## config.mk

```make
export PLATFORM = sky130hd
export DESIGN_NAME = target_generator_flat
export DESIGN_NICKNAME = d
export VERILOG_FILES = /design/src/rtl/target_generator_if.sv /design/src/rtl/target_generator.sv /design/src/flat_wrapper.sv
export SDC_FILE = /design/constraint.sdc
export NUM_CORES = 1
export LEC_CHECK = 0
export ABC_AREA = 1
export CAP_MARGIN = 20
export CORE_MARGIN = 2
export CORE_UTILIZATION = 31
export DETAILED_ROUTE_END_ITERATION = 16
export DONT_BUFFER_PORTS = 1
export PLACE_DENSITY_LB_ADDON = 0.05
export SETUP_SLACK_MARGIN = 0.02
export SLEW_MARGIN = 20
export SYNTH_ARGS = -nofsm -noshare
export SYNTH_HDL_FRONTEND = slang
export SYNTH_SLANG_ARGS = --single-unit
```

## constraint.sdc

```tcl
create_clock -name CLK -period 1.7 [get_ports CLK]
set_clock_uncertainty 0.05 [all_clocks]
set_input_delay 0.255 -clock CLK [delete_from_list [all_inputs] [get_ports CLK]]
set_output_delay 0.255 -clock CLK [all_outputs]
set_load 0.01 [all_outputs]
```

## src/rtl/target_generator_if.sv

```systemverilog
// rtl/target_generator_if.sv - head/target handshake bundle for target_generator
interface target_generator_if;
  logic       GAME_ACTIVE;
  logic       HEAD_VALID;
  logic [7:0] HEAD_X;
  logic [6:0] HEAD_Y;
  logic [7:0] TARGET_X;
  logic [6:0] TARGET_Y;
  logic       TARGET_VALID;
  logic       REACHED_TARGET;

  modport master (
    output GAME_ACTIVE, HEAD_VALID, HEAD_X, HEAD_Y,
    input  TARGET_X, TARGET_Y, TARGET_VALID, REACHED_TARGET
  );

  modport slave (
    input  GAME_ACTIVE, HEAD_VALID, HEAD_X, HEAD_Y,
    output TARGET_X, TARGET_Y, TARGET_VALID, REACHED_TARGET
  );
endinterface

```

## src/rtl/target_generator.sv

```systemverilog
// rtl/target_generator.sv - snake target placement: hit detection and LFSR-driven re-placement
module target_generator #(
  parameter int X_MAX  = 159,
  parameter int Y_MAX  = 119,
  parameter int X_INIT = 80,
  parameter int Y_INIT = 60
) (
  input logic              CLK,
  input logic              RESET,
  target_generator_if.slave tgt
);

  localparam logic [7:0] X_MAX_C  = X_MAX[7:0];
  localparam logic [6:0] Y_MAX_C  = Y_MAX[6:0];
  localparam logic [7:0] X_INIT_C = X_INIT[7:0];
  localparam logic [6:0] Y_INIT_C = Y_INIT[6:0];

  typedef enum logic [1:0] {
    ARMED    = 2'd0,
    HIT      = 2'd1,
    GENERATE = 2'd2
  } state_t;

  state_t     state_q, state_d;
  logic       hit_cnt_q, hit_cnt_d;
  logic [7:0] target_x_q, target_x_d;
  logic [6:0] target_y_q, target_y_d;
  logic [7:0] head_x_q, head_x_d;
  logic [6:0] head_y_q, head_y_d;
  logic [7:0] lfsr_x_q, lfsr_x_d;
  logic [6:0] lfsr_y_q, lfsr_y_d;

  logic head_match;
  logic cand_ok;

  // Maximal-length taps: from a non-zero seed neither register reaches all-zeros.
  always_comb begin
    lfsr_x_d = {lfsr_x_q[6:0], lfsr_x_q[7] ^ lfsr_x_q[5] ^ lfsr_x_q[4] ^ lfsr_x_q[3]};
    lfsr_y_d = {lfsr_y_q[5:0], lfsr_y_q[6] ^ lfsr_y_q[5]};
  end

  always_comb begin
    head_x_d = head_x_q;
    head_y_d = head_y_q;
    if (tgt.HEAD_VALID) begin
      head_x_d = tgt.HEAD_X;
      head_y_d = tgt.HEAD_Y;
    end
  end

  assign head_match = tgt.GAME_ACTIVE && tgt.HEAD_VALID &&
                      (tgt.HEAD_X == target_x_q) && (tgt.HEAD_Y == target_y_q);

  // Candidate is checked against the head registered before this cycle.
  assign cand_ok = (lfsr_x_q <= X_MAX_C) && (lfsr_y_q <= Y_MAX_C) &&
                   !((lfsr_x_q == head_x_q) && (lfsr_y_q == head_y_q));

  always_comb begin
    state_d    = state_q;
    hit_cnt_d  = 1'b0;
    target_x_d = target_x_q;
    target_y_d = target_y_q;
    case (state_q)
      ARMED: begin
        if (head_match) begin
          state_d = HIT;
        end
      end
      HIT: begin
        hit_cnt_d = 1'b1;
        if (hit_cnt_q) begin
          hit_cnt_d = 1'b0;
          state_d   = GENERATE;
        end
      end
      GENERATE: begin
        if (cand_ok) begin
          target_x_d = lfsr_x_q;
          target_y_d = lfsr_y_q;
          state_d    = ARMED;
        end
      end
      default: begin
        state_d = ARMED;
      end
    endcase
  end

  always_ff @(posedge CLK) begin
    if (RESET) begin
      state_q    <= ARMED;
      hit_cnt_q  <= 1'b0;
      target_x_q <= X_INIT_C;
      target_y_q <= Y_INIT_C;
      head_x_q   <= 8'd0;
      head_y_q   <= 7'd0;
      lfsr_x_q   <= 8'hB3;
      lfsr_y_q   <= 7'h2C;
    end else begin
      state_q    <= state_d;
      hit_cnt_q  <= hit_cnt_d;
      target_x_q <= target_x_d;
      target_y_q <= target_y_d;
      head_x_q   <= head_x_d;
      head_y_q   <= head_y_d;
      lfsr_x_q   <= lfsr_x_d;
      lfsr_y_q   <= lfsr_y_d;
    end
  end

  assign tgt.TARGET_X       = target_x_q;
  assign tgt.TARGET_Y       = target_y_q;
  assign tgt.TARGET_VALID   = (state_q == ARMED);
  assign tgt.REACHED_TARGET = (state_q == HIT);

endmodule

```

## src/flat_wrapper.sv

```systemverilog
// flat-port wrapper written by rule: the top's interface ports become plain ports
module target_generator_flat 
#(
  parameter int X_MAX  = 159,
  parameter int Y_MAX  = 119,
  parameter int X_INIT = 80,
  parameter int Y_INIT = 60
)
  (CLK, RESET, tgt_GAME_ACTIVE, tgt_HEAD_VALID, tgt_HEAD_X, tgt_HEAD_Y, tgt_TARGET_X, tgt_TARGET_Y, tgt_TARGET_VALID, tgt_REACHED_TARGET);
  target_generator_if tgt_i ();
  input logic CLK;
  input logic RESET;
  input wire logic [$bits(tgt_i.GAME_ACTIVE)-1:0] tgt_GAME_ACTIVE;
  input wire logic [$bits(tgt_i.HEAD_VALID)-1:0] tgt_HEAD_VALID;
  input wire logic [$bits(tgt_i.HEAD_X)-1:0] tgt_HEAD_X;
  input wire logic [$bits(tgt_i.HEAD_Y)-1:0] tgt_HEAD_Y;
  output wire logic [$bits(tgt_i.TARGET_X)-1:0] tgt_TARGET_X;
  output wire logic [$bits(tgt_i.TARGET_Y)-1:0] tgt_TARGET_Y;
  output wire logic [$bits(tgt_i.TARGET_VALID)-1:0] tgt_TARGET_VALID;
  output wire logic [$bits(tgt_i.REACHED_TARGET)-1:0] tgt_REACHED_TARGET;
  assign tgt_i.GAME_ACTIVE = tgt_GAME_ACTIVE;
  assign tgt_i.HEAD_VALID = tgt_HEAD_VALID;
  assign tgt_i.HEAD_X = tgt_HEAD_X;
  assign tgt_i.HEAD_Y = tgt_HEAD_Y;
  assign tgt_TARGET_X = tgt_i.TARGET_X;
  assign tgt_TARGET_Y = tgt_i.TARGET_Y;
  assign tgt_TARGET_VALID = tgt_i.TARGET_VALID;
  assign tgt_REACHED_TARGET = tgt_i.REACHED_TARGET;
  target_generator #(.X_MAX(X_MAX), .Y_MAX(Y_MAX), .X_INIT(X_INIT), .Y_INIT(Y_INIT)) u_core (.CLK(CLK), .RESET(RESET), .tgt(tgt_i));
endmodule
```

==> summary.md <==
| Metric | Value |
|---|---|
| Switch Pwr | `0.5835 mW` |
| Mux share of post-synthesis cell area | `0%` |
| Final setup fails | `0` |
| Inserted Diodes | `0` |
| HP Start | `RESET` |
| Worst slew pin tran | `0.4111 ns` |
| Sequential area share after synthesis | `42.27%` |
| Most frequent cell after synthesis | `nand2_1` |
| Synth Area in Compound Gates | `10.35%` |
| Area leader, netlist | `dfxtp_1` |
| Final Max Slew Viols | `0` |
| VDD IR-drop max | `0.3211 mV` |
| Crit share post-route | `90.45%` |
| Req. time, crit path | `1.84 ns` |
| Chip height | `89.64 um` |
| CTS max path bufs | `2` |
| Hold_ws | `0.02256 ns` |
| Core region area | `0.007176 mm^2` |
| GRT overflow | `0` |
| Flop2flop setup slack | `0.16 ns` |
| Initial DRT Pass Iterations | `4` |
| Simple-gate portion of the synthesized area | `30.10%` |
| Clk_lat worst skew | `0.30 ns` |
| Via count | `1918` |
| Final non-filler cell total | `435` |
| Root Buffer | `clkbuf_8` |
| Fin crit period | `1.538 ns` |
| Adder-cell share of the synthesized area | `0.5504%` |
| CP max-delay cell | `dfxtp_2` |
| Cells after Synth | `326` |
| CP Capture Type | `register` |
| Initial Utilization | `31.68%` |
| Worst path max stage delay | `0.39 ns` |
| Tot GR Track Use | `17.21%` |
| Dpl cells | `422` |
| Synth Area in XOR/XNOR | `4.238%` |
| Hpwl dp | `4.721 mm` |
| Seq cells post-synth | `48` |
| Total power draw | `2.172 mW` |
| Power Density | `846.8 mW/mm^2` |
| Family with the most delay on the worst path | `simple AND/OR/NAND/NOR gates` |
| CTS sink cnt | `48` |
| Vias in the first global route | `1841` |
| Maximum clock rate | `650.3 MHz` |
| Final Cell Area | `0.002565 mm^2` |
| Die ar. | `0.008034 mm^2` |
| CTS Buf Count | `5` |
| Initial antenna violation count | `0` |
| Vias/cell | `4.409` |
| Status | `complete, no violations` |
| Fraction of layout cells with a size suffix above 1 | `16.07%` |
| Die W | `89.64 um` |
| Routed len/inst | `14.33 um` |
| Post-route setup slack | `0.1623 ns` |
| DR iter-0 viols | `94` |
| Worst Path Buf+Inv | `2` |
| Combinational power share | `10.8%` |
| CTS tree | `yes` |
| Switching Share | `26.86%` |
| Final wirelength | `6.235 mm` |
| IO Pins | `36` |
| Final TNS setup | `0 ns` |
| Clk slew on worst S/H paths | `0.09 ns` |
| Post-synth EDFFs | `0` |
| Largest family of logic cells by synthesized area | `simple AND/OR/NAND/NOR gates` |
| Yosys cell types | `24` |
| Worst hold path class | `in -> reg` |
| H-tree depth | `2` |
| Layout filler cell count | `813` |
| First-pass GRT wire length | `10.27 mm` |
| Area after DPL | `0.002407 mm^2` |
| Post-synth top area share | `42.27%` |
| Reg-to-Reg Start | `u_core.lfsr_y_q[4]` |
| Synth-to-Final Area Change | `12.82%` |
| CP most frequent cell | `nand2_1` |
| Synthesized area | `0.002273 mm^2` |
| Top cells by count, synth | `nand2_1, inv_1, dfxtp_1, nor2_1, a21oi_1` |
| Clock power share | `33.1%` |
| Unrepaired setup endpoints after global routing | `no` |
| # port buffers | `0` |
| Startpoint types | `register` |
| Mapped Nets | `346` |
| DRC Markers | `0` |
| Final Hold Viols | `0` |
| Flop pwr share | `56.1%` |
| Largest net degree at the start of global routing | `20` |
| Routed Antenna Nets | `0` |
| Setup CP Type | `reg -> reg` |
| Synth Area per Inst | `6.974 um^2` |
| GPL Wtd Cong | `0.8460` |
| Nets | `355` |
| Max-Cap Viols | `0` |
| Crit Path Max Fanout | `6` |
| Synth warn | `0` |
| Top cells by area, synth | `dfxtp_1, nand2_1, inv_1, nand4_1, a21oi_1` |
| Post-route core utilization | `35.75%` |
| Critical Path Source | `u_core.lfsr_y_q[4]` |
| Dpl ws | `0.02638 ns` |
| Async SR Flop Fraction | `0%` |
| Int Power | `1.589 mW` |
| Main synth FF type | `dfxtp_1` |
| Row count | `31` |
| Leak Pwr | `1.204 nW` |
| Rel. slew slack | `72.50%` |
| Cell Chain, Critical Path | `inv_2 -> nand2_1 -> nand2_1 -> nor2_1 -> nand2_1 -> nor2_2 -> nand2_4 -> buf_4 -> nand4_1 -> nand3_1` |
| Crit path DAT | `1.68 ns` |
-- path summary, 6_finish.rpt --
path | to | cells past startpoint
worst max-delay path | u_core.tgt.TARGET_Y[5] | 10
worst min-delay path | u_core.lfsr_x_q[0] | 2
worst max register to register | u_core.tgt.TARGET_Y[5] | 10
worst min register to register | u_core.hit_cnt_q | 1
-- state kept, by name, indices dropped and copies added (netlist names) --
name	count
u_core.head_x_q	8
u_core.lfsr_y_q	7
u_core.tgt.TARGET_Y	7
u_core.head_y_q	7
u_core.lfsr_x_q	8
u_core.hit_cnt_q	1
u_core.state_q	2
u_core.tgt.TARGET_X	8
-- layout make-up --
type	count	area, um^2	area share, %
well taps	99	123.9	4.829
multi-input cells	209	1046	40.78
repair buffers	12	107.6	4.195
clock inverters	2	10.01	0.3902
flip-flops and latches	48	973.4	37.95
inverters	59	221.5	8.634
clock buffers	6	82.58	3.220
-- logic make-up after synthesis --
| kind of cell | after synthesis |
|---|---|
| adder cells (fa/ha/maj) | 1 |
| XOR/XNOR | 11 |
| buffers and inverters | 70 |
| AO/OA/AOI/OAI | 44 |
| AND/OR/NAND/NOR | 152 |
| flip-flops | 48 |
-- power groups by stage --
stage	Sequential (mW)	Combinational (mW)	Clock, mW
6_report	1.22	0.235	0.719
5_1_grt	1.23	0.276	0.798
4_1_cts	1.22	0.236	0.752
3_5_place_dp	1.24	0.225	0
3_3_place_gp	1.24	0.226	0
2_1_floorplan	1.23	0.175	0
-- worst register-to-register path, cell delays in order (launching register included) --
cell and delay (ns):
dfxtp_2 0.39, inv_2 0.06, nand2_1 0.05, nand2_1 0.05
nor2_1 0.13, nand2_1 0.08, nor2_2 0.15, nand2_4 0.11
buf_4 0.16, nand4_1 0.12, nand3_1 0.09
-- placed cells by master, fill, tap and decap left out --
| master | synthesis | routed |
|---|---|---|
| inv_1 | 50 | 50 |
| nand3_2 | 1 | 2 |
| nand3_4 | 1 | 1 |
| a21oi_1 | 22 | 22 |
| nand2_2 | 8 | 7 |
| dfxtp_2 | 0 | 4 |
| inv_2 | 9 | 9 |
| dfxtp_4 | 0 | 2 |
| o21ai_0 | 18 | 18 |
| dfxtp_1 | 48 | 42 |
| nand3_1 | 6 | 6 |
| nand2_1 | 84 | 84 |
| buf_4 | 0 | 9 |
| nand4_1 | 18 | 18 |
| nor2_2 | 7 | 8 |
| dlygate4sd3_1 | 0 | 2 |
| nor2_1 | 25 | 24 |
| ha_1 | 1 | 1 |
| nand2_4 | 0 | 1 |
| buf_12 | 0 | 1 |
| or2_2 | 1 | 1 |
| o22ai_1 | 3 | 3 |
| clkbuf_8 | 0 | 6 |
| xnor2_1 | 6 | 6 |
| xor2_1 | 5 | 5 |
| a21oi_4 | 1 | 1 |
| clkinv_2 | 0 | 2 |
| nor3_1 | 1 | 1 |
-- what timing repair did --
item / 4_1_cts / 5_1_grt
pin swaps: 0 / 1
setup buffers: 0 / 2
gates cloned: 1 / 0
resized for setup: 1 / 9
hold buffers: 2 / 0
hold endpoints to repair: 12 / 0
setup endpoints to repair: 9 / 16
-- routing by layer --
layer | GRT usage [%] | wire [um]
met1 | 25.50 | 3160
met4 | 4.071 | 65
met3 | 4.205 | 314
met5 | 0 | 0
met2 | 25.07 | 2694
Note: power is estimated with default switching activity, not from simulation.
